### config.mk
export PLATFORM = sky130hd
export DESIGN_NAME = z88_mem_arbiter
export DESIGN_NICKNAME = d
export VERILOG_FILES = /design/src/rtl/z88_mem_pkg.sv /design/src/rtl/z88_region_decode.sv /design/src/rtl/z88_mem_arbiter.sv
export SDC_FILE = /design/constraint.sdc
export NUM_CORES = 1
export LEC_CHECK = 0
export ABC_AREA = 0
export CAP_MARGIN = 30
export CORE_MARGIN = 2
export CORE_UTILIZATION = 42
export CTS_CLUSTER_SIZE = 25
export DETAILED_ROUTE_END_ITERATION = 7
export HOLD_SLACK_MARGIN = 0.02
export PLACE_DENSITY = 0.8
export SETUP_SLACK_MARGIN = 0.05
export SLEW_MARGIN = 20
export SYNTH_ARGS = -nofsm -noshare
export SYNTH_HDL_FRONTEND = slang
export SYNTH_HIERARCHICAL = 1
export SYNTH_SLANG_ARGS = --single-unit
### constraint.sdc
create_clock -name clk -period 3.3 [get_ports clk]
set_input_delay 0.99 -clock clk [delete_from_list [all_inputs] [get_ports clk]]
set_output_delay 0.99 -clock clk [all_outputs]
set_load 0.005 [all_outputs]
### src/rtl/z88_mem_pkg.sv
// Shared constants and types for the Z88 memory arbiter: region codes,
// arbiter state encoding, the unmapped read value and the strobe bundle.
package z88_mem_pkg;

    // Region codes found in address bits [21:19].
    localparam logic [2:0] REGION_ROM = 3'b000;
    localparam logic [2:0] REGION_RAM = 3'b001;

    // Arbiter state encoding, kept as plain constants so older blocks that
    // compare raw state values keep working.
    localparam logic [1:0] ST_IDLE     = 2'd0;
    localparam logic [1:0] ST_CPU_ACC  = 2'd1;
    localparam logic [1:0] ST_LCD_ACC  = 2'd2;
    localparam logic [1:0] ST_CPU_DONE = 2'd3;

    // Value returned for reads outside ROM and RAM.
    localparam logic [7:0] UNMAPPED_RDATA = 8'hFF;

    // External bus strobes, all active-low.
    typedef struct packed {
        logic ram_ce_n;
        logic rom_ce_n;
        logic oe_n;
        logic we_n;
    } strobe_t;

    localparam strobe_t STROBES_OFF = '{ram_ce_n: 1'b1, rom_ce_n: 1'b1,
                                        oe_n: 1'b1, we_n: 1'b1};

    // Strobe pattern for one access. ROM is never written, so a ROM write
    // leaves every strobe inactive; unmapped accesses assert nothing.
    function automatic strobe_t access_strobes(input logic rom_sel,
                                               input logic ram_sel,
                                               input logic wr);
        strobe_t s;
        s          = STROBES_OFF;
        s.rom_ce_n = !(rom_sel && !wr);
        s.ram_ce_n = !ram_sel;
        s.oe_n     = !((rom_sel || ram_sel) && !wr);
        s.we_n     = !(ram_sel && wr);
        return s;
    endfunction

endpackage

### src/rtl/z88_region_decode.sv
// Decodes a translated 22-bit Z88 address into ROM / RAM chip selects.
// Anything outside the two regions selects neither device.
module z88_region_decode
    import z88_mem_pkg::*;
(
    input  logic [21:0] addr_i,
    output logic        rom_sel_o,
    output logic        ram_sel_o
);

    assign rom_sel_o = (addr_i[21:19] == REGION_ROM);
    assign ram_sel_o = (addr_i[21:19] == REGION_RAM);

endmodule

### src/rtl/z88_mem_arbiter.sv
// Z88 external memory arbiter: shares the RAM/ROM bus between the Z80 and
// the LCD fetch engine, sequences fixed-length strobes, stalls the CPU with
// wait_n and bounds CPU latency by limiting back-to-back LCD grants.
module z88_mem_arbiter
    import z88_mem_pkg::*;
#(
    parameter int unsigned ACCESS_CYCLES = 2,
    parameter int unsigned LCD_MAX_BURST = 4
) (
    input  logic        clk,
    input  logic        reset_n,
    input  logic        cpu_mreq_n,
    input  logic        cpu_rd_n,
    input  logic        cpu_wr_n,
    input  logic [21:0] cpu_addr,
    input  logic [7:0]  cpu_wdata,
    output logic [7:0]  cpu_rdata,
    output logic        cpu_wait_n,
    input  logic        lcd_req,
    input  logic [21:0] lcd_addr,
    output logic        lcd_ack,
    output logic [7:0]  lcd_rdata,
    output logic [18:0] mem_a,
    output logic [7:0]  mem_do,
    input  logic [7:0]  ram_di,
    input  logic [7:0]  rom_di,
    output logic        ram_ce_n,
    output logic        rom_ce_n,
    output logic        mem_oe_n,
    output logic        mem_we_n
);

    localparam logic [3:0] ACC_LAST = 4'(ACCESS_CYCLES);
    localparam logic [3:0] RUN_MAX  = 4'(LCD_MAX_BURST);

    logic [1:0]  state_q, state_d;
    logic [3:0]  cnt_q, cnt_d;          // strobe cycle within the access, 1-based
    logic [3:0]  run_q, run_d;          // LCD grants made while the CPU waits
    logic [18:0] addr_q, addr_d;
    logic [7:0]  wdata_q, wdata_d;
    logic        rom_sel_q, rom_sel_d;
    logic        ram_sel_q, ram_sel_d;
    logic        wr_q, wr_d;
    strobe_t     strobe_q, strobe_d;
    logic        lcd_ack_q, lcd_ack_d;
    logic [7:0]  lcd_rdata_q, lcd_rdata_d;
    logic [7:0]  cpu_rdata_q, cpu_rdata_d;

    logic        cpu_req;
    logic        grant_lcd;
    logic        grant_cpu;
    logic [21:0] gnt_addr;
    logic        gnt_rom_sel;
    logic        gnt_ram_sel;
    logic        gnt_wr;
    logic        last_cycle;
    logic [7:0]  bus_rdata;

    assign cpu_req = !cpu_mreq_n && (!cpu_rd_n || !cpu_wr_n);

    // The CPU sees wait as soon as it asks, even mid LCD access, and is
    // released only once its own access has completed.
    assign cpu_wait_n = !(cpu_req && (state_q != ST_CPU_DONE));

    // LCD wins ties until it has used up its burst allowance against a
    // waiting CPU; run_q saturates at RUN_MAX so inequality is enough.
    assign grant_lcd = (state_q == ST_IDLE) && lcd_req &&
                       (!cpu_req || (run_q != RUN_MAX));
    assign grant_cpu = (state_q == ST_IDLE) && cpu_req && !grant_lcd;

    // One decoder serves both requesters through the granted-address mux.
    assign gnt_addr = grant_cpu ? cpu_addr : lcd_addr;
    assign gnt_wr   = grant_cpu && !cpu_wr_n;

    z88_region_decode u_decode (
        .addr_i    (gnt_addr),
        .rom_sel_o (gnt_rom_sel),
        .ram_sel_o (gnt_ram_sel)
    );

    assign last_cycle = (cnt_q == ACC_LAST);
    assign bus_rdata  = rom_sel_q ? rom_di :
                        (ram_sel_q ? ram_di : UNMAPPED_RDATA);

    // Next-state logic: arbitration, access sequencing and data capture.
    always_comb begin
        // NOTE: every signal gets its hold value first so no path through
        // the case statement can leave one unassigned and infer a latch.
        state_d     = state_q;
        cnt_d       = cnt_q;
        run_d       = run_q;
        addr_d      = addr_q;
        wdata_d     = wdata_q;
        rom_sel_d   = rom_sel_q;
        ram_sel_d   = ram_sel_q;
        wr_d        = wr_q;
        strobe_d    = strobe_q;
        lcd_ack_d   = 1'b0;
        lcd_rdata_d = lcd_rdata_q;
        cpu_rdata_d = cpu_rdata_q;

        case (state_q)
            ST_IDLE: begin
                if (grant_cpu || grant_lcd) begin
                    // Address, data and direction are frozen here.
                    state_d   = grant_cpu ? ST_CPU_ACC : ST_LCD_ACC;
                    cnt_d     = 4'd1;
                    addr_d    = gnt_addr[18:0];
                    rom_sel_d = gnt_rom_sel;
                    ram_sel_d = gnt_ram_sel;
                    wr_d      = gnt_wr;
                    strobe_d  = access_strobes(gnt_rom_sel, gnt_ram_sel, gnt_wr);
                    if (grant_cpu) begin
                        wdata_d = cpu_wdata;
                    end
                end

                if (grant_cpu || !cpu_req) begin
                    run_d = 4'd0;
                end else if (grant_lcd) begin
                    run_d = (run_q == RUN_MAX) ? run_q : run_q + 4'd1;
                end
            end

            ST_CPU_ACC, ST_LCD_ACC: begin
                if (last_cycle) begin
                    // Strobes drop here, giving the turnaround cycle.
                    strobe_d = STROBES_OFF;
                    if (state_q == ST_CPU_ACC) begin
                        state_d = ST_CPU_DONE;
                        if (!wr_q) begin
                            cpu_rdata_d = bus_rdata;
                        end
                    end else begin
                        state_d     = ST_IDLE;
                        lcd_ack_d   = 1'b1;
                        lcd_rdata_d = bus_rdata;
                    end
                end else begin
                    cnt_d = cnt_q + 4'd1;
                end
            end

            ST_CPU_DONE: begin
                // Hold until the CPU ends its cycle: one access per mreq.
                if (!cpu_req) begin
                    state_d = ST_IDLE;
                end
            end

            default: begin
                state_d = ST_IDLE;
            end
        endcase
    end

    // State and output registers with synchronous active-low reset.
    always_ff @(posedge clk) begin
        // NOTE: non-blocking assignments make every register sample the
        // pre-edge values, so ordering between statements does not matter.
        if (!reset_n) begin
            state_q     <= ST_IDLE;
            cnt_q       <= 4'd0;
            run_q       <= 4'd0;
            addr_q      <= 19'd0;
            wdata_q     <= 8'd0;
            rom_sel_q   <= 1'b0;
            ram_sel_q   <= 1'b0;
            wr_q        <= 1'b0;
            strobe_q    <= STROBES_OFF;
            lcd_ack_q   <= 1'b0;
            lcd_rdata_q <= 8'h00;
            cpu_rdata_q <= UNMAPPED_RDATA;
        end else begin
            state_q     <= state_d;
            cnt_q       <= cnt_d;
            run_q       <= run_d;
            addr_q      <= addr_d;
            wdata_q     <= wdata_d;
            rom_sel_q   <= rom_sel_d;
            ram_sel_q   <= ram_sel_d;
            wr_q        <= wr_d;
            strobe_q    <= strobe_d;
            lcd_ack_q   <= lcd_ack_d;
            lcd_rdata_q <= lcd_rdata_d;
            cpu_rdata_q <= cpu_rdata_d;
        end
    end

    assign mem_a     = addr_q;
    assign mem_do    = wdata_q;
    assign ram_ce_n  = strobe_q.ram_ce_n;
    assign rom_ce_n  = strobe_q.rom_ce_n;
    assign mem_oe_n  = strobe_q.oe_n;
    assign mem_we_n  = strobe_q.we_n;
    assign lcd_ack   = lcd_ack_q;
    assign lcd_rdata = lcd_rdata_q;
    assign cpu_rdata = cpu_rdata_q;

endmodule

==> flow_summary.yaml <==
setup_path:
  critPathRequiredTime_ps: 2310
  worstPathArrival_ps: 2220
  crit_type: "input pin to output pin"
  critPathMaxFanout: 3
  cp-end-kind: "output pin"
  worstSetupStartpointType: "input pin"
floorplanning:
  rows: 29
  die_area_um2: 7250
  start_util: 0.435
  num_io_pins: 123
  core_area_um2: 6350
  die_w_um: 85.1
  die_h_um: 85.1
sta:
  slew_headroom: 0.542
  fin_tns_setup_ps: 0
  fmax_mhz: 312
  skew_ps: 6.22
  slew_violations: 0
  hold_violations: 0
  fin_crit_sh: 0.972
  tightest_slew_ps: 687
  fin_crit_ps: 3210
  finalSetupViolations: 0
  rsz0062_at_grt: "false"
cts:
  clk_pin_slew_worst_paths_ps: 70
  numClockSinks: 61
  cts_buffers: 9
  cts_buffer_depth: 2
  root_buffer: "clkbuf_8"
  tritoncts: "done"
  cts_max_level: 3
  worstSkewPairLatency_ps: 330
logic_synthesis:
  postSynthCellCount: 272
  avgSynthCellArea_um2: 10.2
  netlist_area_um2: 2760
  ys_warn_count: 6
  syn_nets: 354
grt:
  grt_pass1_vias: 2455
  grt_start_max_net_pins: 23
  grt_pass1_wl_mm: 11.3
  grt.overflow.total: 0
  grt_usage: 0.198
  antenna_found_initial: 0
detailed_routing:
  totalWireLength_mm: 6.99
  drc: 0
  route.antenna.remaining_nets: 0
  wl_met1_mm: 2.99
  post_drt_wl_per_cell_um: 14.6
  drt_iter0_drc: 50
  dr.pass1.iters: 4
  wl_met3_um: 619
  highest_layer: "met4"
  vias_per_cell: 5.13
  vias: 2462
  wl_met2_mm: 3.33
layout:
  nets: 480
  design_area_um2: 4270
  syn_to_final_growth_pct: 54.5
  n_antenna_cell: 0
  layout-drive-gt1-share: 0.102
  fin_cells: 480
power:
  power_density_nw_per_um2: 563
  vdd_drop_max_uv: 305
  p_total_uw: 2410
  leakage_uw: 0.00159
placement:
  dp_hpwl_mm: 5.33
  io_buffers: 122
  placed_cell_area_um2: 4070
  gp_congestion: 0.774
  placed_cells: 463
outcome:
  run_status: "finished, final reports clean"
flow_run:
  cap_violations: 0
min_path:
  hold_class: "register to register"
==> through the flow <==
stage	util	setup WS (ps)	hold slack, ps
2_1_floorplan	-	551	451
3_3_place_gp	0.640	75.7	444
3_5_place_dp	0.640	62.3	447
4_1_cts	0.670	57.0	465
5_1_grt	0.673	33.0	487
6_report	0.673	91.7	463
==> registers in the layout, summed over array words and instances (netlist names), 2 cells and up <==
name / count
cnt_q: 4
mem_a: 19
cpu_rdata: 8
state_q: 2
lcd_rdata: 8
mem_do: 8
run_q: 4
==> final timing paths <==
check                                from                     to  slack, ps  cells after the start
hold reg to reg     mem_a[6]$_SDFFE_PN0P_  mem_a[6]$_SDFFE_PN0P_        460                      1
setup reg to reg  state_q[1]$_SDFFE_PN0P_  ram_ce_n$_SDFFE_PN1P_        950                      8
hold / removal      mem_a[6]$_SDFFE_PN0P_  mem_a[6]$_SDFFE_PN0P_        460                      1
setup / recovery                 cpu_wr_n             cpu_wait_n         90                      4
==> critical path: stages <==
cell and delay, ps:
clkdlybuf4s50_1 550, a21oi_4 90, nand2b_1 70, clkdlybuf4s50_1 520
==> cell usage in the layout (no fill, tap or decap), types with 3 or more instances in the layout <==
cell type and instances:
a21oi_1 8, and2_1 10, buf_4 8, clkbuf_8 10, clkdlybuf4s50_1 122, clkinv_2 4, dfxtp_1 61, ha_1 8
inv_1 15, mux2_2 3, mux2i_1 39, nand2_1 12, nand2b_1 3, nand3_1 3, nand4b_1 3, nor2_1 15
nor3_1 3, o211ai_2 8, o21ai_0 6, o22ai_1 9, o2bb2ai_1 19
==> metal layers <==
metal / vias up / global-route usage
met4: 0 / 0.0649
met5: - / 0
met1: 1137 / 0.231
met3: 5 / 0.0875
met2: 89 / 0.325
li1: 1231 / -
==> cell type report <==
cell class                 instances  area [um^2]
clock inverter                     5         50.0
clock buffer                      11          141
multi-input combinational        180         1420
inverter                          16         60.1
tap                               77         96.3
fill                             517         2080
timing repair buffer             130         1280
sequential                        61         1220
==> timing repair <==
action | CTS | global route
setup buffers | 0 | 1
setup endpoints to repair | 1 | 1
pin swaps | 1 | 1
endpoints found under the hold margin | 0 | 0
hold buffers | 0 | 0
gates resized for setup | 0 | 1
==> where the power goes <==
group / switching, uW / total [uW] / internal (uW)
clock: 277 / 642 / 364
combinational: 407 / 852 / 444
sequential: 68.9 / 912 / 843
Note: power is estimated with default switching activity, not from simulation.
